`src/rtl/pciecfg_pkg.sv`:
```
// Shared types and helpers for the soft PCIe configuration space.
package pciecfg_pkg;

    typedef enum logic [2:0] {
        ST_IDLE    = 3'd0,
        ST_RD_WAIT = 3'd1,
        ST_WR_WAIT = 3'd2,
        ST_DONE    = 3'd3,
        ST_RECOVER = 3'd4
    } pciecfg_space_state_t;

    // DWORDs that ignore writes: the ID/command/class header and DW 0x0F.
    localparam int PCIECFG_RO_DW_N = 5;
    localparam logic [9:0] PCIECFG_RO_DW [PCIECFG_RO_DW_N] =
        '{10'h000, 10'h001, 10'h002, 10'h003, 10'h00F};

    function automatic logic pciecfg_dw_writable(input logic [9:0] dwaddr);
        logic w;
        w = 1'b1;
        for (int i = 0; i < PCIECFG_RO_DW_N; i++) begin
            if (dwaddr == PCIECFG_RO_DW[i]) w = 1'b0;
        end
        return w;
    endfunction

    function automatic logic [31:0] pciecfg_be_merge(input logic [31:0] old_dw,
                                                     input logic [31:0] new_dw,
                                                     input logic [3:0]  be);
        logic [31:0] m;
        for (int i = 0; i < 4; i++) begin
            m[8*i +: 8] = be[i] ? new_dw[8*i +: 8] : old_dw[8*i +: 8];
        end
        return m;
    endfunction

endpackage

```
`src/rtl/pciecfg_space_ram.sv`:
```
// NUM_DW x 32 configuration array: one byte-merging write port, one registered read port.
module pciecfg_space_ram
    import pciecfg_pkg::*;
#(
    parameter  int          NUM_DW   = 64,
    parameter  logic [31:0] INIT_DW0 = 32'h0,
    localparam int          AW       = $clog2(NUM_DW)
) (
    input  logic          clk,
    input  logic          rst_n,
    input  logic          we,
    input  logic [AW-1:0] waddr,
    input  logic [31:0]   wdata,
    input  logic [3:0]    wbe,
    input  logic          re,
    input  logic [AW-1:0] raddr,
    input  logic          rzero,
    output logic [31:0]   rdata
);

    logic [31:0] mem [NUM_DW];

    // Array contents: DW0 carries the IDs out of reset, everything else clears.
    always_ff @(posedge clk or negedge rst_n) begin
        if (!rst_n) begin
            for (int i = 0; i < NUM_DW; i++) begin
                mem[i] <= (i == 0) ? INIT_DW0 : 32'h0;
            end
        end else if (we) begin
            mem[waddr] <= pciecfg_be_merge(mem[waddr], wdata, wbe);
        end
    end

    // Read register only moves on a read completion, so it holds between accesses.
    always_ff @(posedge clk or negedge rst_n) begin
        if (!rst_n) begin
            rdata <= 32'h0;
        end else if (re) begin
            rdata <= rzero ? 32'h0 : mem[raddr];
        end
    end

endmodule

```
`config.mk`:
```
export PLATFORM = sky130hd
export DESIGN_NAME = pciecfg_space_ram
export DESIGN_NICKNAME = d
export VERILOG_FILES = /design/src/rtl/pciecfg_pkg.sv /design/src/rtl/pciecfg_space_ram.sv
export SDC_FILE = /design/constraint.sdc
export NUM_CORES = 2
export LEC_CHECK = 0
export BUFFER_PORTS_ARGS = -buffer_cell sky130_fd_sc_hd__buf_4
export CAP_MARGIN = 20
export CORE_ASPECT_RATIO = 1.1
export CORE_MARGIN = 3
export CORE_UTILIZATION = 25
export DETAILED_ROUTE_END_ITERATION = 16
export PLACE_DENSITY = 0.52
export SLEW_MARGIN = 20
export SYNTH_ARGS = -nofsm -noshare
export SYNTH_HDL_FRONTEND = slang
export SYNTH_SLANG_ARGS = --single-unit
export TNS_END_PERCENT = 10
```
`constraint.sdc`:
```
create_clock -name clk -period 2.6 [get_ports clk]
set_input_delay 0 -clock clk [delete_from_list [all_inputs] [get_ports clk]]
set_output_delay 0 -clock clk [all_outputs]
set_load 0.1 [all_outputs]
```
Yosys cells after proc, flatten, opt, wreduce, memory -nomap -nowiden
Cells that the tools add are included.

storage, ports and cells
  register bits after elaboration = 2080
  logic and storage cells = 85
  output and inout bits = 32

cells by class
  $lt $le $gt $ge = 3
  mux-type cells = 14
  reduce and logical (&&, ||, !) cells = 1
  bitwise logic cells = 2

operators by type and width
  operator                                                                       number
  2048-bit bitwise mux                                                           1
  32-bit binary-select mux with 6-bit select                                     2
  32-bit demux with 6-bit select                                                 1
  32-bit two-way mux                                                             6
  8-bit two-way mux                                                              4
  7-bit >= comparator (second input constant)                                    2
  6-bit inverter with 7-bit output                                               2
  7-bit by 1-bit less-than comparator with 1-bit output (second input constant)  1
  1-bit logical AND                                                              1

Logic depth before layout (Yosys ltp)
  depth after elaboration = 6
  depth in mapped cells = 15
  mapped depth without buffers = 6

Worst setup path before layout
Ideal clock, no wire load.

  path kind = input to register
  start point = input waddr[0]
  end point = register mem[1279] (netlist name)
  stages = 11
  arrival time = 2.461 ns
  path slack = 0.008 ns
  library setup time = 0.131 ns
  path through = buf_6 buf_6 buf_6 buf_2 clkbuf_1 mux4_2 a31oi_1 o211ai_1 o32ai_4 buf_6 o21ai_0

on the way
  cells in the longest elaborated chain, start to end = 6
  elaborated cells between the ends (all ways) = 11

ends and longest elaborated chain
  item                                                                                  line                                        source
  start: declaration                                                                    pciecfg_space_ram.sv:12                     input logic [AW-1:0] waddr,
  6-bit inverter with 7-bit output (implied by the code) (*)                            pciecfg_space_ram.sv:30                     mem[waddr] <= pciecfg_be_merge(mem[waddr], wdata, wbe);
  7-bit >= comparator (implied by the code), or another cell as far along               pciecfg_space_ram.sv:30
  1-bit logical AND (implied by the code) / 32-bit two-way mux (equally long branches)  pciecfg_space_ram.sv:30
  32-bit two-way mux (implied by the code)                                              pciecfg_space_ram.sv:30
  32-bit demux with 6-bit select / 8-bit two-way mux (equally long branches)            pciecfg_space_ram.sv:30, pciecfg_pkg.sv:31
  2048-bit bitwise mux (*)                                                              pciecfg_space_ram.sv:30
  end signal: indexed assignment                                                        pciecfg_space_ram.sv:27                     mem[i] <= (i == 0) ? INIT_DW0 : 32'h0;
  end signal: indexed assignment                                                        pciecfg_space_ram.sv:30
  end: declaration                                                                      pciecfg_space_ram.sv:21                     logic [31:0] mem [NUM_DW];

Mark *: on every way between the ends. The rest lies on a longest branch, timed or not. The select of a mux whose other input is x is not followed.
A chain may end at the register's enable or synchronous reset.

Worst setup path after layout
  start point = input raddr[2]
  end point = register rdata[18]

on the way
  cells in the longest elaborated chain, start to end = 5

ends and longest elaborated chain
  item                                                    line                     source
  start: declaration                                      pciecfg_space_ram.sv:16  input logic [AW-1:0] raddr,
  6-bit inverter with 7-bit output (implied by the code)  pciecfg_space_ram.sv:39  rdata <= rzero ? 32'h0 : mem[raddr];
  32-bit binary-select mux with 6-bit select              pciecfg_space_ram.sv:39
  32-bit two-way mux (implied by the code) (2 in a row)   pciecfg_space_ram.sv:39
  32-bit two-way mux                                      pciecfg_space_ram.sv:39
  end signal: assignment                                  pciecfg_space_ram.sv:39
  end: declaration                                        pciecfg_space_ram.sv:18  output logic [31:0] rdata

No other way between the ends. The select of a mux whose other input is x is not followed.

==> results.py <==
metrics = {
    "timing": {
        "worstMarginPinSlew_ns": 1.155,
        "max_clock_freq_mhz": 386.1,
        "drv_slew": 0,
        "period_minus_slack_ns": 2.590,
        "setup_viol": 0,
        "finalHoldViolations": 0,
        "skew_ns": 0.07021,
        "finalCritPeriodShare": 0.9962,
        "setup_ws_ns": 0.009940,
        "fin_tns_setup_ns": 0,
        "slew_headroom": 0.2301,
        "rsz0062_at_grt": "true",
        "hold_slack_ns": 0.07099,
    },
    "synthesis": {
        "postSynthAreaPerCell_um2": 10.47,
        "synth_warnings": 0,
        "async_flop_share": 1.000,
        "syn_inst": 10287,
        "synth_area_leaders": "dfrtp_1, mux4_2, o21ai_0",
        "synth_most_common_cell": "nand2_1",
        "seq_area_frac_synth": 0.4833,
        "synth_top_area_share": 0.4833,
        "synth_common_cells": "nand2_1, dfrtp_1, o21ai_0",
        "synth-seq-cells": 2080,
        "synth_area_um2": 107700,
        "synth-edff-count": 0,
        "yosysTopAreaCell": "dfrtp_1",
        "syn-num-nets": 10340,
        "synth_cell_types": 80,
        "ys.flop_type": "dfrtp_1",
    },
    "cts": {
        "cts_tree": "done",
        "cts_made_buffers": 230,
        "clock_latency_ns": 0.94,
        "cts_sinks": 2080,
        "path_clk_slew_ns": 0.06,
        "clockBufferDepth": 4,
        "root_buffer": "clkbuf_16",
        "htree_levels": 4,
    },
    "placement": {
        "preCtsSetupSlack_ns": -0.4260,
        "dp_hpwl_um": 367300,
        "port_buffers": 84,
        "gp_congestion": 0.9386,
        "dp_cells": 16114,
    },
    "cells_and_area": {
        "finalNonFillerCells": 16617,
        "fillers": 43711,
        "fin_util": 0.3119,
        "final_nets": 10736,
        "drive_above_1_share": 0.2332,
        "syn_to_final_growth_pct": 24.07,
    },
    "floorplanning": {
        "ioPinCount": 85,
        "dieWidth_um": 631.8,
        "start_util": 0.2513,
        "fp.dieArea_um2": 438700,
        "core_um2": 428500,
        "die_h_um": 694.4,
        "num_rows": 252,
    },
    "min_path": {
        "hp-class": "in -> reg",
    },
    "routing": {
        "drt_iter0_markers": 12187,
        "avgViaCountPerCell": 5.621,
        "drc": 0,
        "num_vias": 93408,
        "ant_nets": 0,
        "drt_first_pass_iters": 9,
        "wl_per_cell_um": 32.58,
        "routed_wl_um": 541300,
    },
    "setup_path": {
        "r2r_end": "mem[1055]$_DFFE_PN0P_",
        "r2r-start": "mem[799]$_DFFE_PN0P_",
        "path_depth": 10,
        "rrSetupSlack_ns": 0.02,
        "crit_path_start": "raddr[2]",
        "critPathBufInv": 5,
        "endpoint_kind": "flip-flop",
        "crit_chain": "dlygate4sd3_1 -> buf_8 -> buf_12 -> and2_1 -> a22oi_2 -> nand3_1 -> dlygate4sd3_1 -> nand2_1 -> dlygate4sd3_1 -> nand3_1",
        "reg2reg_depth": 8,
        "cp_max_fo": 20,
        "required_ns": 3.47,
        "cp_slowest_stage_delay_ns": 0.71,
        "cp_slowest_cell": "and2_1",
        "path_class": "in -> reg",
        "cp_top_family": "buffers and inverters",
        "cp-endpoint": "rdata[18]$_DFFE_PN0P_",
        "cp-start-kind": "input port",
        "arrival_ns": 3.46,
        "crit_top_cell": "dlygate4sd3_1",
    },
    "grt": {
        "grt_max_degree": 155,
        "grt_usage": 0.2410,
        "grt_pass1_vias": 89538,
        "overflow": 0,
        "grt_pass1_wl_um": 749500,
        "antenna_found_initial": 49,
    },
    "status": {
        "outcome": "completed",
    },
    "power_and_ir_drop": {
        "irDropWorstVdd_mv": 0.5521,
        "p_per_area_nw_per_um2": 686.5,
        "p_leak_uw": 0.05755,
    },
    "job": {
        "drv_cap": 0,
    },
}
kinds of logic after synthesis:
| kind of cell | synth area share |
|---|---|
| AOI/OAI and AO/OA | 0.1783 |
| and+or+nand+nor | 0.1002 |
| muxes | 0.1936 |
| DFF | 0.4833 |
| buffers and inverters | 0.04455 |
report_power, final:
part | switching, µW | internal (µW)
Sequential | 3540 | 36600
Clock | 14600 | 20300
Combinational | 9260 | 7440
Total | 27400 | 64400
state kept, by name, summed over array words and instances, names as in the netlist:
name   count
mem     2048
rdata     32
what timing repair did:
action	CTS	global route
endpoints found under the hold margin	3910	0
gates resized for setup	7	32
setup endpoints to repair	168	424
cloned	0	3
hold buffers	47	0
pin swaps	3	8
setup buffers	0	3
final cells by class:
cell class | instances | area, µm² | share of cell area
tap | 5715 | 7151 | 0.05351
sequential | 2080 | 52050 | 0.3895
inverter | 17 | 80.08 | 0.0005993
timing repair buffer | 1240 | 14490 | 0.1084
multi-input combinational | 7114 | 51950 | 0.3888
clock buffer | 331 | 6719 | 0.05028
clock inverter | 87 | 1106 | 0.008277
antenna | 33 | 82.58 | 0.0006180
worst min-delay path, cell delays in order:
cell,delay [ns]
buf_4,0.24
nand2b_1,0.21
o41ai_4,0.12
buf_4,0.19
o21ai_0,0.16
worst min-delay path by stage:
stage / startpoint / endpoint / slack (ns) / cells after the start
6_report: wbe[0] / mem[484]$_DFFE_PN0P_ / 0.07 / 5
3_5_place_dp: rst_n / mem[757]$_DFFE_PN0P_ / -0.06 / 1
2_1_floorplan: rst_n / mem[0]$_DFFE_PN0P_ / -0.30 / 0
5_1_grt: wbe[0] / mem[1]$_DFFE_PN0P_ / 0.06 / 5
3_3_place_gp: rst_n / mem[757]$_DFFE_PN0P_ / -0.07 / 1
4_1_cts: waddr[5] / mem[1786]$_DFFE_PN0P_ / 0.009 / 5
layer usage:
| layer | GRT usage | vias to the layer above | share of wire |
|---|---|---|---|
| li1 | - | 38526 | - |
| met1 | 0.3084 | 47659 | 0.39 |
| met2 | 0.3608 | 5603 | 0.43 |
| met3 | 0.06020 | 1580 | 0.10 |
| met4 | 0.1577 | 40 | 0.077 |
| met5 | 0.0006601 | - | 0.00052 |
per-stage QoR:
step                      total power (µW)  area (µm²)
after detailed placement             56910      125000
final                                91740      133600
after floorplan                      49180      107700
after global placement               56570      125000
after global routing                 94980      133600
after CTS                            91630      133400
placed cells by master, fill, tap and decap left out, types with 134 or more instances in the layout:
cell type	count
buf_4	785
o22ai_1	172
mux4_2	668
o21ai_0	1966
clkbuf_16	236
a22oi_1	209
dfrtp_1	2080
buf_12	392
a21oi_1	134
nand2_1	2223
mux2i_1	458
(Power assumes the default switching activity.)
